--- src/rtl/uart_pkg.sv ---
// Shared types, limits and helpers for the UART transmitter.
// The PARITY state exists only when UART_TX_PARITY_EN is defined.
package uart_pkg;

    localparam int DATA_MAX     = 8;
    localparam int DATA_MIN     = 5;
    localparam int BIT_PERIOD_W = 14;

`ifdef UART_TX_PARITY_EN
    typedef enum logic [2:0] {
        IDLE,
        START,
        DATA,
        PARITY,
        STOP
    } state_t;
`else
    typedef enum logic [2:0] {
        IDLE,
        START,
        DATA,
        STOP
    } state_t;
`endif

    function automatic logic [3:0] size_eff(input logic [3:0] s);
        if (s < 4'(DATA_MIN)) return 4'(DATA_MIN);
        if (s > 4'(DATA_MAX)) return 4'(DATA_MAX);
        return s;
    endfunction

    function automatic logic [BIT_PERIOD_W-1:0] period_eff(
        input logic [BIT_PERIOD_W-1:0] p
    );
        return (p == '0) ? BIT_PERIOD_W'(1) : p;
    endfunction

    function automatic logic [7:0] data_mask(input logic [3:0] n);
        return 8'hFF >> (4'd8 - n);
    endfunction

endpackage

--- src/rtl/uart_transmitter_flex_counter.sv ---
// Wrapping up-counter: counts 0..rollover_val then returns to 0.
// clear has priority over count_enable.
module flex_counter #(
    parameter int W = 4
) (
    input  logic         clk,
    input  logic         rst,
    input  logic         clear,
    input  logic         count_enable,
    input  logic [W-1:0] rollover_val,
    output logic [W-1:0] count_out
);

    always_ff @(posedge clk or posedge rst) begin
        if (rst) begin
            count_out <= '0;
        end else if (clear) begin
            count_out <= '0;
        end else if (count_enable) begin
            if (count_out == rollover_val)
                count_out <= '0;
            else
                count_out <= count_out + 1'b1;
        end
    end

endmodule

--- src/rtl/uart_transmitter.sv ---
// UART transmitter: start, 5..8 data bits LSB first, stop.
// Define UART_TX_PARITY_EN to add an even-parity bit before stop.
module uart_transmitter
    import uart_pkg::*;
(
    input  logic                    clk,
    input  logic                    rst,
    input  logic                    tx_start,
    input  logic [7:0]              tx_data,
    input  logic [BIT_PERIOD_W-1:0] bit_period,
    input  logic [3:0]              data_size,
    output logic                    tx_out,
    output logic                    tx_busy,
    output logic                    tx_done
);

    state_t                  state_q;
    state_t                  state_d;
    logic [7:0]              data_q;
    logic [BIT_PERIOD_W-1:0] period_q;
    logic [3:0]              size_q;
    logic                    done_q;
    logic [BIT_PERIOD_W-1:0] tick_cnt;
    logic [3:0]              bit_idx;
    logic                    load;
    logic                    bit_tick;
    logic                    last_bit;
    logic                    tx_d;

    assign load     = (state_q == IDLE) && tx_start;
    assign tx_busy  = (state_q != IDLE);
    assign bit_tick = tx_busy &&
                      (tick_cnt == period_q - 1'b1);
    assign last_bit = (bit_idx == size_q - 4'd1);
    assign tx_done  = done_q;
    assign tx_out   = tx_d;

    flex_counter #(.W(BIT_PERIOD_W)) u_bit_timer (
        .clk          (clk),
        .rst          (rst),
        .clear        (load),
        .count_enable (tx_busy),
        .rollover_val (period_q - 1'b1),
        .count_out    (tick_cnt)
    );

    flex_counter #(.W(4)) u_bit_index (
        .clk          (clk),
        .rst          (rst),
        .clear        (load),
        .count_enable ((state_q == DATA) && bit_tick),
        .rollover_val (size_q - 4'd1),
        .count_out    (bit_idx)
    );

`ifdef UART_TX_PARITY_EN
    logic parity_q;

    always_ff @(posedge clk or posedge rst) begin
        if (rst)
            parity_q <= 1'b0;
        else if (load)
            parity_q <= ^(tx_data &
                          data_mask(size_eff(data_size)));
    end
`endif

    // data_q shifts right so the next bit is always at bit 0
    always_ff @(posedge clk or posedge rst) begin
        if (rst) begin
            state_q  <= IDLE;
            data_q   <= '0;
            period_q <= '0;
            size_q   <= '0;
            done_q   <= 1'b0;
        end else begin
            state_q <= state_d;
            done_q  <= (state_q == STOP) && bit_tick;
            if (load) begin
                data_q   <= tx_data;
                period_q <= period_eff(bit_period);
                size_q   <= size_eff(data_size);
            end else if ((state_q == DATA) && bit_tick) begin
                data_q <= data_q >> 1;
            end
        end
    end

    always_comb begin
        state_d = state_q;
        tx_d    = 1'b1;
        unique case (state_q)
            IDLE: begin
                if (tx_start) state_d = START;
            end
            START: begin
                tx_d = 1'b0;
                if (bit_tick) state_d = DATA;
            end
            DATA: begin
                tx_d = data_q[0];
`ifdef UART_TX_PARITY_EN
                if (bit_tick && last_bit) state_d = PARITY;
`else
                if (bit_tick && last_bit) state_d = STOP;
`endif
            end
`ifdef UART_TX_PARITY_EN
            PARITY: begin
                tx_d = parity_q;
                if (bit_tick) state_d = STOP;
            end
`endif
            STOP: begin
                if (bit_tick) state_d = IDLE;
            end
            default: state_d = IDLE;
        endcase
    end

endmodule

--- config.mk ---
export PLATFORM = sky130hd
export DESIGN_NAME = uart_transmitter
export DESIGN_NICKNAME = d
export VERILOG_FILES = /design/src/rtl/uart_pkg.sv /design/src/rtl/uart_transmitter_flex_counter.sv /design/src/rtl/uart_transmitter.sv
export SDC_FILE = /design/constraint.sdc
export NUM_CORES = 1
export LEC_CHECK = 0
export CAP_MARGIN = 20
export CORE_AREA = 4 4 65 127
export CTS_BUF_LIST = sky130_fd_sc_hd__clkbuf_4
export CTS_CLUSTER_SIZE = 14
export DETAILED_ROUTE_END_ITERATION = 10
export DIE_AREA = 0 0 69 131
export SLEW_MARGIN = 15
export SYNTH_ARGS = -nofsm -noshare
export SYNTH_HDL_FRONTEND = slang
export SYNTH_HIERARCHICAL = 1
export SYNTH_SLANG_ARGS = --single-unit
--- constraint.sdc ---
create_clock -name clk -period 8.3 [get_ports clk]
set_input_delay 0.83 -clock clk [delete_from_list [all_inputs] [get_ports clk]]
set_output_delay 0.83 -clock clk [all_outputs]
set_load 0.01 [all_outputs]
==> flow_summary.ini, run 1 <==
[timing]
final.setup.tns_ps = 0
rsz0062_at_grt = false
min_period_over_period_pct = 43.4
worst_pin_slew_ps = 658
fin_crit_ps = 3610
finalSetupViolCount = 0
slew_violations = 0
fmax_mhz = 277
relSlewSlack_pct = 55.6
clock-skew-final_ps = 22.9
hold_viol_final = 0

[worst_hold_path]
min_path_cells = 2
whs_endpoint = size_q[3]
min_from = size_q[3]
hp-class = flip-flop to flip-flop

[yosys]
yosysWarnings = 6
syn_area_per_cell_um2 = 9.22
synth_seq_cells = 47
yosysSeqAreaShare_pct = 36.6
synth_area_um2 = 3220
synth.top_cell.area_share_pct = 36.6
synth_cells = 349
netlist-cell-type-count = 63
synth-edff-count = 0
ys_top_cells_by_area = dfrtp_1 37%, xnor2_1 10%, nand2_1 7.8%
yosys.area.top_type = dfrtp_1
syn_nets = 386
synth-main-ff-cell = dfrtp_1
synthArstFlopShare_pct = 100

[finish]
multi_input_area_um2 = 1870
layout_common_cells = 67 x nand2_1, 47 x dfrtp_1, 37 x xnor2_1, 31 x clkdlybuf4s50_1, 24 x xor2_1
drive_above_1_share_pct = 8.00
post-route-util_pct = 49.8
seqCellArea_um2 = 1180
fill_cells = 739
syn_to_final_growth_pct = 12.6
antenna_cells = 0
nNetsFinal = 412
final_common_cell = nand2_1
finalInstanceArea_um2 = 3620

[critical_path]
crit_fanout = 10
critical_path_buf_inv_count = 1
critical_path.top_delay_family = simple AND/OR/NAND/NOR gates
timing.reg2reg.setup_slack_ps = 4690
endpoint_kind = flip-flop
regToRegEndpoint = u_bit_index/count_out[2]
worst_path_max_delay_cell = or3b_1
start_kind = flip-flop
r2r_cells = 11
required_ps = 8580
critPathMaxStageDelay_ps = 490
cp.arrival_ps = 3880
crit_type = flip-flop to flip-flop
path_cells = inv_1 > ha_1 > or3b_1 > or3_4 > xor2_1 > o32ai_1 > nor3_1 > and3_1 > and2_1 > a21oi_1 > a2111oi_1
r2r-start = period_q[0]

[pwr]
total_power_uw = 1130
p_per_area_nw_per_um2 = 313
p_leak_uw = 0.00160
ir_drop_uv = 191

[cts]
htreeDepth = 2
cts_resized = 0
cts_sinks = 47
cts_root_buf = clkbuf_4
cts_hold_buf = 0
numCtsBuffers = 5
clock_latency_ps = 390
clockBufferDepth = 2
tritoncts = yes
post-cts-setup-buffer-count = 0
clkTransAtPathRegs_ps = 150

[grt]
grt_overflow = 0
antenna_found_initial = 0
grt_usage_pct = 17.7
grt_pass1_wl_um = 12700
globalRoute.busiestLayer = met2
met1_usage_pct = 17.2
met3_usage_pct = 2.53
met2_usage_pct = 36.3
grt_pass1_vias = 2629
grt_max_degree = 30

[detailed_routing]
route.detailed.drc = 0
dr.first_iter.drc_count = 137
routed_via_density = 5.40
drt_pass1_iterations = 4
wl_um = 7530
vias = 2524
antenna_left = 0
wl_per_cell_um = 16.1

[placed_design]
port_buffers = 31
postPlaceCellArea_um2 = 3570
globalplace.congestion = 0.791
place_hpwl_um = 5940

[run]
maxCapViolations = 0

[floorplan]
die-width_um = 69
die_area_um2 = 9040
rows = 44
start_util_pct = 44.3
fp.coreArea_um2 = 7270
ioPinCount = 32
die_y_um = 131

[status]
run_status = completed
## logic make-up (layout without fill, tap and decap cells)
kind of cell | after synthesis | in the layout | synth area share (%)
AND/OR/NAND/NOR | 145 | 145 | 23.6
XOR/XNOR | 63 | 63 | 17.8
flip-flops | 47 | 47 | 36.6
AO/OA/AOI/OAI | 40 | 40 | 9.61
buffers and inverters | 35 | 61 | 5.21
multiplexers | 11 | 11 | 4.12
adder cells (fa/ha/maj) | 8 | 8 | 3.11
## cell type report
type | count | area share [%]
clock buffers | 5 | 1.04
clock inverters | 2 | 0.242
inverters | 19 | 1.97
multi-input cells | 267 | 51.7
flip-flops and latches | 47 | 32.5
well taps | 92 | 3.18
repair buffers | 35 | 9.40
## layer usage
metal	up-vias	share of wire, %
li1	1238	-
met1	1229	36
met2	40	58
met3	17	2.1
met4	0	3.8
met5	-	0
## cell usage after synthesis, drive strengths merged (4+ instances only)
| cell | n |
|---|---|
| buf | 9 |
| ha | 8 |
| o21ai | 7 |
| a21oi | 7 |
| inv | 19 |
| o32ai | 4 |
| nor4 | 9 |
| xnor2 | 38 |
| nor2 | 19 |
| nand3 | 11 |
| mux2i | 5 |
| nand4 | 7 |
| nor3 | 8 |
| mux2 | 6 |
| dfrtp | 47 |
| xor2 | 24 |
| or3 | 6 |
| nand2 | 67 |
| and2 | 5 |
| clkbuf | 7 |
## through the flow
| stage | instances | hold slack (ps) | setup WS [ps] |
|---|---|---|---|
| after floorplan | 349 | 466 | 5000 |
| after global routing | 467 | 576 | 4460 |
| after global placement | 459 | 488 | 4870 |
| after detailed placement | 459 | 508 | 4700 |
| after CTS | 466 | 541 | 4700 |
| final | 467 | 527 | 4690 |
## power by group
group	internal, µW	leakage [µW]	switching [µW]
combinational	290	0.000967	331
sequential	306	0.000603	98.6
clock	30.2	0.0000285	76.9
## flip-flops by register name, indices dropped and copies added (netlist names)
name / count
data_q: 8
size_q: 4
state_q: 2
u_bit_index/count_out: 4
tx_done: 1
period_q: 14
u_bit_timer/count_out: 14
## worst max path at each step
stage,end,from,depth (start not counted)
5_1_grt,u_bit_index/count_out[2],period_q[0],11
3_3_place_gp,u_bit_index/count_out[2],period_q[0],9
6_report,u_bit_index/count_out[2],period_q[0],11
4_1_cts,u_bit_index/count_out[2],period_q[0],11
2_1_floorplan,u_bit_index/count_out[2],period_q[0],13
3_5_place_dp,u_bit_index/count_out[2],period_q[0],11
## worst reg2reg max path, delay by kind of cell (launching register included)
family | cells | cell delay, ps
simple gates | 5 | 1900
flops | 1 | 440
fa+ha+maj | 1 | 180
xor+xnor | 1 | 260
buf+inv | 1 | 120
compound gates | 3 | 610
(Power assumes the default switching activity.)
==> run 2, diff against run 1 <==
==> constraint.sdc (replaced) <==
create_clock -name clk -period 3.6 [get_ports clk]
set_input_delay 0.36 -clock clk [delete_from_list [all_inputs] [get_ports clk]]
set_output_delay 0.36 -clock clk [all_outputs]
set_load 0.01 [all_outputs]
==> run 2 against run 1 <==
Net effect: global-route usage up 0.078 points; register-to-register slack worse by 4300 ps; cell count up 0.86%; cell area up 0.69%; clock power up 140%; largest power group unchanged; first-iteration DRC count down 2.2%; core utilization up 0.34 points; total power up 130%; critical path type unchanged.
==> flow_summary.ini, run 2 (synthesis gave the netlist of run 1 again) <==
[finish]
syn_to_final_growth_pct = 13.4
layout_common_cells = 67 x nand2_1, 47 x dfrtp_1, 37 x xnor2_1, 31 x clkdlybuf4s50_1, 24 x xor2_1
top_regs = period_q (14), u_bit_timer/count_out (14), data_q (8)
final_common_cell = nand2_1
drive_above_1_share_pct = 9.26
nNetsFinal = 414
fin_cells = 471

[timing]
min_period_over_period_pct = 90.0
relSlewSlack_pct = 49.9
slew_violations = 0
fmax_mhz = 309
clock-skew-final_ps = 12.0
hold_viol_final = 0
rsz0062_at_grt = false
worst_pin_slew_ps = 741
final.setup.tns_ps = 0
fin_crit_ps = 3240
finalSetupViolCount = 0

[detailed_routing]
dr.first_iter.drc_count = 134
routed_via_density = 5.39
wl_per_cell_um = 16.1
antenna_left = 0
vias = 2537
drt_pass1_iterations = 4
route.detailed.drc = 0
wl_um = 7570

[floorplan]
die_y_um = 131
die_area_um2 = 9040
start_util_pct = 44.3
die-width_um = 69
fp.coreArea_um2 = 7270
rows = 44
ioPinCount = 32

[critical_path]
start_kind = flip-flop
cp.arrival_ps = 3520
critPathCapture = u_bit_index/count_out[2]
crit_fanout = 10
required_ps = 3880
endpoint_kind = flip-flop
timing.reg2reg.setup_slack_ps = 360
r2r_cells = 11
regToRegEndpoint = u_bit_index/count_out[2]
crit_type = flip-flop to flip-flop
worstSetupStartpoint = period_q[0]
r2r-start = period_q[0]

[cts]
cts_hold_buf = 0
clock_latency_ps = 380
numCtsBuffers = 5
clockBufferDepth = 2
clkTransAtPathRegs_ps = 140
tritoncts = yes
cts_root_buf = clkbuf_4
htreeDepth = 2
cts_resized = 0
post-cts-setup-buffer-count = 0
cts_sinks = 47

[grt]
grt_max_degree = 39
grt_overflow = 0
antenna_found_initial = 1
grt_pass1_wl_um = 12700
grt_usage_pct = 17.8
grt_pass1_vias = 2705

[run]
maxCapViolations = 0

[placed_design]
dp.cells = 462
place_hpwl_um = 5970
globalplace.congestion = 0.827
port_buffers = 31

[status]
run_status = completed

[pwr]
p_leak_uw = 0.00162
ir_drop_uv = 362
p_per_area_nw_per_um2 = 725

[worst_hold_path]
hp-class = input pin to asynchronous set/reset pin
[run 2: changes by cell type in the layout (fill, tap and decap cells not counted)]
cell / before / now
clkinv_1: 1 / 0
and2_2: 0 / 1
buf_4: 3 / 6
clkbuf_4: 6 / 5
diode_2: 0 / 1
clkinv_2: 1 / 3
and2_1: 5 / 4
[run 2: worst max-delay path, cell delays in order (launching register included)]
cell	delay [ps]
dfrtp_1	440
inv_1	120
ha_1	190
or3b_1	490
or3_4	380
xor2_1	230
o32ai_1	150
nor3_1	250
and3_1	210
and2_2	260
a21oi_1	90
a2111oi_1	320
[run 2: worst min path at each step]
stage | endpoint | slack, ps | depth (start not counted)
global placement | size_q[3] | 500 | 2
global route | u_bit_index/count_out[0] | 210 | 2
CTS | u_bit_index/count_out[0] | 190 | 2
floorplan | u_bit_index/count_out[0] | 130 | 1
detailed placement | size_q[3] | 520 | 2
finish | u_bit_index/count_out[2] | 210 | 2
[run 2: metal layers]
| metal | routed length (µm) | global-route usage [%] | vias to the layer above |
|---|---|---|---|
| met5 | 0 | 0 | - |
| met4 | 253 | 8.98 | 0 |
| met3 | 168 | 2.68 | 16 |
| met2 | 4440 | 36.4 | 42 |
| met1 | 2700 | 16.6 | 1231 |
| li1 | - | - | 1248 |
[run 2: cell type report]
| cell class | count | area (µm²) |
|---|---|---|
| fill | 734 | 3620 |
| multi-input combinational | 267 | 1870 |
| sequential | 47 | 1180 |
| timing repair buffer | 37 | 355 |
| tap | 92 | 115 |
| inverter | 19 | 71.3 |
| clock buffer | 5 | 37.5 |
| clock inverter | 3 | 15.0 |
| antenna | 1 | 2.50 |
[run 2: power breakdown]
| group | internal [µW] | total [µW] | switching (µW) |
|---|---|---|---|
| clock network | 73.0 | 254 | 181 |
| logic | 685 | 1460 | 774 |
| registers | 705 | 931 | 226 |
| total | 1460 | 2640 | 1180 |
[run 2: stage by stage]
stage                     worst slack [ps]  hold slack [ps]  total power [µW]  instance area (µm²)  utilization (%)
after floorplan                        297              126              2060                 3220                -
after global placement                 375              500              2370                 3590             49.4
after detailed placement               252              521              2410                 3590             49.4
after CTS                              224              192              2670                 3640             50.1
after global routing                  87.0              213              2880                 3650             50.2
final                                  361              207              2640                 3650             50.2
==> run 3, diff against run 2 <==
--- a/config.mk
+++ b/config.mk
@@ -11,6 +11,7 @@
 export CTS_CLUSTER_SIZE = 14
 export DETAILED_ROUTE_END_ITERATION = 10
 export DIE_AREA = 0 0 69 131
+export SKIP_CTS_REPAIR_TIMING = 1
 export SLEW_MARGIN = 15
 export SYNTH_ARGS = -nofsm -noshare
 export SYNTH_HDL_FRONTEND = slang
==> constraint.sdc (replaced) <==
create_clock -name clk -period 3.5 [get_ports clk]
set_input_delay 0.35 -clock clk [delete_from_list [all_inputs] [get_ports clk]]
set_output_delay 0.35 -clock clk [all_outputs]
set_load 0.01 [all_outputs]
==> run 3 against run 2 <==
Net effect: combinational power is 4% higher; global-route usage shrank 0.29 points; sequential share of layout area shrank 0.18 points; die area unchanged; setup slack lost 21 ps; critical path depth unchanged; clock skew is essentially flat; first-iteration DRC count down 39%; via count down 2.1%; non-clock buffer count increased by 1; sequential power rose by 1%; routed wire length is 1.6% lower; critical endpoint unchanged.
==> flow_summary.ini, run 3 (synthesis gave the netlist of run 1 again) <==
[status]
run_status = completed

[critical_path]
crit_fanout = 10
required_ps = 3790
endpoint_kind = flip-flop
cp.arrival_ps = 3450
crit_type = flip-flop to flip-flop
start_kind = flip-flop

[timing]
finalSetupViolCount = 0
rsz0062_at_grt = false
fmax_mhz = 316
final.setup.tns_ps = 0
fin_crit_ps = 3160
min_period_over_period_pct = 90.3
relSlewSlack_pct = 49.4
slew_violations = 0
worst_pin_slew_ps = 750
clock-skew-final_ps = 11.5
hold_viol_final = 0

[finish]
drive_above_1_share_pct = 10.0
top_regs = period_q (14), u_bit_timer/count_out (14), data_q (8)
fin_cells = 472
syn_to_final_growth_pct = 14.0
nNetsFinal = 415
final_common_cell = nand2_1
layout_common_cells = 67 x nand2_1, 47 x dfrtp_1, 37 x xnor2_1, 31 x clkdlybuf4s50_1, 24 x xor2_1

[floorplan]
fp.coreArea_um2 = 7270
die_area_um2 = 9040
die-width_um = 69
ioPinCount = 32
start_util_pct = 44.3
die_y_um = 131
rows = 44

[cts]
numCtsBuffers = 5
clock_latency_ps = 390
cts_sinks = 47
tritoncts = yes
htreeDepth = 2
clkTransAtPathRegs_ps = 140
clockBufferDepth = 2
cts_root_buf = clkbuf_4

[grt]
grt_pass1_wl_um = 12400
grt_overflow = 0
grt_max_degree = 37
antenna_found_initial = 1
grt_pass1_vias = 2556
grt_usage_pct = 17.5

[detailed_routing]
dr.first_iter.drc_count = 82
wl_um = 7450
vias = 2484
wl_per_cell_um = 15.8
antenna_left = 0
route.detailed.drc = 0
drt_pass1_iterations = 4
routed_via_density = 5.26

[placed_design]
port_buffers = 31
globalplace.congestion = 0.867
place_hpwl_um = 5900
dp.cells = 463

[pwr]
ir_drop_uv = 382
p_per_area_nw_per_um2 = 744
p_leak_uw = 0.00162

[run]
maxCapViolations = 0

[worst_hold_path]
hp-class = input pin to asynchronous set/reset pin
[run 3: changes by cell type in the layout (fill, tap and decap cells not counted)]
cell / before / now
a2111oi_1: 1 / 0
a2111oi_2: 1 / 2
buf_4: 6 / 7
clkbuf_4: 5 / 6
clkinv_2: 3 / 1
clkinvlp_4: 0 / 1
or3b_1: 1 / 0
or3b_4: 0 / 1
[run 3: power breakdown]
group,internal (µW),switching [µW]
Sequential,725,215
Combinational,712,809
Clock,85.4,183
Total,1520,1210
[run 3: worst max-delay path: stages, from the launching register on]
cell and delay [ps]:
dfrtp_1 440, inv_1 130, ha_1 200, or3b_4 440, or3_4 360, xor2_1 230
o32ai_1 160, nor3_1 240, and3_1 200, and2_2 270, a21oi_1 110, a2111oi_2 290
[run 3: routing by layer]
metal / GRT usage (%) / up-vias / wire (µm)
li1: - / 1246 / -
met1: 16.2 / 1196 / 2690
met2: 36.9 / 32 / 4440
met3: 2.30 / 10 / 135
met4: 7.59 / 0 / 178
met5: 0 / - / 0
[run 3: layout make-up]
class	count	area (µm²)
fillers	724	3600
multi-input cells	267	1880
flip-flops and latches	47	1180
repair buffers	38	363
well taps	92	115
inverters	19	71.3
clock buffers	6	45.0
clock inverters	2	12.5
diodes	1	2.50
[run 3: final timing paths]
kind / from / end / slack (ps) / cells past startpoint
hold / removal: rst / u_bit_index/count_out[0] / 180 / 2
setup reg to reg: period_q[0] / u_bit_index/count_out[2] / 340 / 11
max in group asynchronous: rst / u_bit_timer/count_out[12] / 2760 / 2
hold reg to reg: size_q[3] / size_q[3] / 520 / 2
min in group clk: bit_period[4] / period_q[4] / 510 / 3
setup / recovery: period_q[0] / u_bit_index/count_out[2] / 340 / 11
[run 3: metrics by stage]
| step | utilization [%] | total power (µW) | hold WS, ps | setup WS, ps | area [µm²] |
|---|---|---|---|---|---|
| 2_1_floorplan | - | 2120 | 116 | 197 | 3220 |
| 3_3_place_gp | 49.5 | 2450 | 484 | 300 | 3600 |
| 3_5_place_dp | 49.5 | 2470 | 488 | 154 | 3600 |
| 4_1_cts | 50.3 | 2750 | 171 | 106 | 3660 |
| 5_1_grt | 50.5 | 2950 | 187 | 41.2 | 3670 |
| 6_report | 50.5 | 2730 | 180 | 339 | 3670 |
